--- config.mk ---
export PLATFORM = sky130hd
export DESIGN_NAME = multicycle_shifter
export DESIGN_NICKNAME = d
export VERILOG_FILES = /design/src/rtl/multicycle_shifter.sv
export SDC_FILE = /design/constraint.sdc
export NUM_CORES = 1
export LEC_CHECK = 0
export BUFFER_PORTS_ARGS = -buffer_cell sky130_fd_sc_hd__buf_2
export CAP_MARGIN = 30
export CORE_ASPECT_RATIO = 1.25
export CORE_UTILIZATION = 55
export CTS_BUF_LIST = sky130_fd_sc_hd__clkbuf_4 sky130_fd_sc_hd__clkbuf_8 sky130_fd_sc_hd__clkbuf_16
export DETAILED_ROUTE_END_ITERATION = 12
export MAX_ROUTING_LAYER = met4
export PLACE_DENSITY = 0.77
export SKIP_LAST_GASP = 1
export SYNTH_ARGS = -nofsm -noshare
export SYNTH_HDL_FRONTEND = slang
export SYNTH_SLANG_ARGS = --single-unit
--- constraint.sdc ---
create_clock -name clk -period 4.13 [get_ports clk]
set_clock_uncertainty 0.15 [all_clocks]
set_input_delay 0.2065 -clock clk [delete_from_list [all_inputs] [get_ports clk]]
set_output_delay 0.2065 -clock clk [all_outputs]
set_load 0.01 [all_outputs]
--- src/rtl/multicycle_shifter.sv ---
// Iterative SLL/SRL/SRA/ROR unit that moves at most STEP bits per cycle.
// Operands and results use valid/ready handshakes.
module multicycle_shifter #(
    parameter int WIDTH = 32,
    parameter int STEP = 4,
    localparam int SHW = $clog2(WIDTH)
) (
    input  logic             clk,
    input  logic             rst,
    input  logic             in_valid,
    output logic             in_ready,
    input  logic [1:0]       in_op,
    input  logic [WIDTH-1:0] in_a,
    input  logic [SHW-1:0]   in_shamt,
    output logic             out_valid,
    input  logic             out_ready,
    output logic [WIDTH-1:0] out_res,
    output logic             busy
);

    typedef enum logic [1:0] {
        IDLE,
        BUSY,
        DONE
    } state_t;

    localparam logic [1:0] OP_SLL = 2'b00;
    localparam logic [1:0] OP_SRL = 2'b01;
    localparam logic [1:0] OP_SRA = 2'b10;
    localparam logic [1:0] OP_ROR = 2'b11;

    // One extra bit so STEP == WIDTH and the full-width rotate count fit.
    localparam logic [SHW:0] STEPW = (SHW+1)'(STEP);
    localparam logic [SHW:0] WFULL = (SHW+1)'(WIDTH);

    state_t           state;
    state_t           state_nx;
    logic [1:0]       op;
    logic [WIDTH-1:0] data;
    logic [SHW-1:0]   rem;
    logic [SHW-1:0]   s;
    logic [SHW:0]     rot_amt;
    logic [WIDTH-1:0] stepped;
    logic             step_full;
    logic             accept;

    assign accept = in_valid && in_ready;

    always_comb begin
        step_full = {1'b0, rem} > STEPW;
        s         = step_full ? STEPW[SHW-1:0] : rem;
        rot_amt   = WFULL - {1'b0, s};
    end

    always_comb begin
        stepped = data;
        unique case (op)
            OP_SLL: stepped = data << s;
            OP_SRL: stepped = data >> s;
            OP_SRA: stepped = $signed(data) >>> s;
            OP_ROR: stepped = (data >> s) | (data << rot_amt);
        endcase
    end

    always_ff @(posedge clk) begin
        if (!rst) begin
            op   <= OP_SLL;
            data <= '0;
            rem  <= '0;
        end else if (accept) begin
            op   <= in_op;
            data <= in_a;
            rem  <= in_shamt;
        end else if (state == BUSY) begin
            data <= stepped;
            rem  <= rem - s;
        end
    end

    always_ff @(posedge clk) begin
        if (!rst) begin
            state <= IDLE;
        end else begin
            state <= state_nx;
        end
    end

    // A remainder within STEP finishes this cycle, including shamt 0.
    always_comb begin
        state_nx = state;
        unique case (state)
            IDLE: begin
                if (in_valid) state_nx = BUSY;
            end
            BUSY: begin
                if (!step_full) state_nx = DONE;
            end
            DONE: begin
                if (out_ready) state_nx = in_valid ? BUSY : IDLE;
            end
            default: state_nx = IDLE;
        endcase
    end

    always_comb begin
        in_ready  = (state == IDLE) || (state == DONE && out_ready);
        out_valid = (state == DONE);
        busy      = (state != IDLE);
        out_res   = data;
    end

endmodule

==> flow_metrics.py <==
metrics = {
    "detailed_routing": {
        "drtIter0Drc": 851,
        "vias": 6466,
        "vias_per_cell": 7.18,
        "first_pass_iters": 6,
        "wire_per_inst_um": 22.8,
        "drc_errors": 0,
        "wl_mm": 20.5,
        "antenna_left": 0,
    },
    "synthesis": {
        "synth_mux_area_share_pct": 21.1,
        "synth_cell_types": 74,
        "syn_nets": 809,
        "synthCells": 764,
        "yosys_most_used_dff": "dfxtp_1",
        "avgSynthCellArea_um2": 7.07,
        "synth_edf_count": 0,
        "syn_area_mm2": 0.00541,
        "ys_ff_latch": 41,
        "synth_xor_area_share_pct": 0.324,
        "synth_adder_area_share_pct": 0.463,
        "yosys.area_share.simple_pct": 26.1,
        "synth_compound_area_share_pct": 27.2,
        "synth_seq_area_share_pct": 15.2,
        "ys_async_sr_fraction_pct": 0,
        "synth_top_family_by_area": "compound AO/OA/AOI/OAI gates",
        "yosys_warnings": 0,
    },
    "clocking": {
        "post_cts_buffers": 0,
        "clk_pin_slew_ns": 0.06,
        "cts_tree": "yes",
        "numCtsBuffers": 5,
        "htreeDepth": 2,
        "cts_resized": 0,
        "cts_sinks": 41,
        "insertion_delay_ns": 0.30,
        "clock-root-buffer": "clkbuf_16",
        "hold_buffers": 0,
        "cts_buffer_depth": 2,
    },
    "run_status": {
        "outcome": "completed",
    },
    "die": {
        "dieArea_mm2": 0.0102,
        "initial_core_util_pct": 56.5,
        "coreArea_mm2": 0.00956,
        "rows": 40,
        "die_w_um": 90.7,
        "fp.dieH_um": 113,
        "ios": 78,
    },
    "place": {
        "dpl.hpwl_mm": 13.5,
        "portBuffers": 77,
        "place.gp.congestion": 0.985,
        "place_inst": 892,
    },
    "min_path": {
        "hold_path_class": "in -> reg",
    },
    "worst_setup_path": {
        "start_kind": "flop",
        "cpMaxStageDelayCell": "or4b_1",
        "crit_chain": "nor3_4 > and2_1 > inv_2 > ha_1 > or4b_1 > or3_1 > o31a_1 > o2111ai_1 > a32o_1",
        "cp.arrival_ns": 3.43,
        "max_stage_delay_ns": 0.64,
        "endpoint_kind": "flop",
        "critPathMaxFanout": 13,
        "critPathRequiredTime_ns": 4.22,
        "path_class": "reg -> reg",
    },
    "final_layout": {
        "area_delta_synth_final_pct": 6.90,
        "layout.nets": 818,
        "n_antenna_cell": 0,
        "final_cell_mix": "nand2_1 (171), buf_2 (77), a21oi_1 (59)",
        "drive_gt1_share_pct": 20.4,
        "final_common_cell": "nand2_1",
        "fin_cells": 900,
    },
    "grt": {
        "grt_use_total_pct": 41.3,
        "first_global_vias": 5935,
        "grt_pass1_wl_mm": 32.6,
        "antenna_found_initial": 0,
        "grt_start_max_net_pins": 61,
        "grt_overflow": 0,
    },
    "timing": {
        "worstMarginPinSlew_ns": 0.852,
        "hold_viol_final": 0,
        "slew_headroom_pct": 43.0,
        "rsz0062_at_grt": "false",
        "fmax_mhz": 299,
        "min_period_ns": 3.34,
        "timing.final.crit_share_pct": 80.9,
        "maxSlewViolCount": 0,
        "finalSetupTns_ns": 0,
        "setup_violations": 0,
    },
    "pwr": {
        "vdd_ir_drop_max_mv": 0.284,
        "power_density_mw_per_mm2": 373,
        "leakagePower_nw": 2.47,
    },
    "run": {
        "drv_cap": 0,
    },
}
## critical path, delay by kind of cell, from the launching register on
| family | cells | cell delay [ns] |
|---|---|---|
| buf+inv | 1 | 0.06 |
| compound gates | 3 | 0.65 |
| simple gates | 4 | 1.37 |
| fa+ha+maj | 1 | 0.45 |
| flops | 1 | 0.59 |
## worst paths after layout
kind,start,depth (start not counted),end,slack [ns]
max,rem[2]$_SDFFE_PN0P_,9,out_res[9]$_SDFFE_PN0P_,0.79
min,in_shamt[0],3,rem[0]$_SDFFE_PN0P_,0.0006
max reg2reg,rem[2]$_SDFFE_PN0P_,9,out_res[9]$_SDFFE_PN0P_,0.79
min reg2reg,rem[3]$_SDFFE_PN0P_,2,rem[3]$_SDFFE_PN0P_,0.51
## where the power goes
group          switching, mW  total [mW]  internal (mW)  leakage [nW]
Combinational          0.687        1.13          0.443          2.05
Clock                  0.176       0.422          0.245        0.0754
Sequential             0.161       0.607          0.446         0.337
Total                   1.02        2.16           1.13          2.47
## per-layer routing
metal	track usage (%)	vias up	wire length (µm)
li1	-	2822	-
met1	52.5	2963	7770
met2	64.3	575	9300
met3	6.38	106	2480
met4	19.6	0	935
met5	-	-	0
## stage by stage
step	hold WS [ns]	util, %	total power [mW]	setup slack, ns	instance area (µm²)
floorplan	0.201	-	1.38	0.877	5410
global placement	0.307	58.9	1.68	0.954	5630
detailed placement	0.313	58.9	1.69	0.859	5630
CTS	0.000646	60.4	2.11	0.837	5780
global route	0.0240	60.4	2.25	0.605	5780
finish	0.000558	60.4	2.16	0.790	5780
## synth_stat cells (4+ instances only)
cell	instances	area (µm²)
a221oi_1	9	78.8
mux2i_1	47	470
a21boi_0	7	52.6
dfxtp_1	41	821
nand2b_1	5	31.3
buf_6	7	78.8
a31oi_1	19	119
nor2b_1	6	37.5
or3_1	8	50.1
a21oi_1	59	295
o21ai_0	36	180
a21o_1	7	52.6
buf_2	10	50.1
mux4_2	23	518
a221o_1	8	80.1
nand3_1	50	250
o211ai_1	10	75.1
nor3_1	7	35.0
buf_4	6	45.0
nand4_1	4	25.0
inv_1	7	26.3
nor2_1	36	135
a311oi_1	4	35.0
buf_1	7	26.3
a22oi_1	5	37.5
and2_1	7	43.8
mux2_2	10	113
clkbuf_1	62	233
and3_1	5	31.3
nand2_1	171	642
a211oi_1	15	113
a32o_1	4	40.0
## registers in the layout (all words and copies together) (netlist names)
signal	cells
out_res	32
rem	5
op	2
state	2
## cell families (layout without fill, tap and decap cells)
group,after synthesis,after routing
buf+inv,106,116
other cells,1,1
simple gates,312,312
flops,41,41
compound gates,218,218
fa+ha+maj,2,2
mux,82,82
xor+xnor,2,2
## cell type report
type	count	area, µm²
fillers	929	3780
well taps	126	158
repair buffers	98	543
inverters	10	37.5
flip-flops and latches	41	822
clock buffers	8	148
multi-input cells	617	4070
No activity file was read; power rests on OpenSTA's default activity.
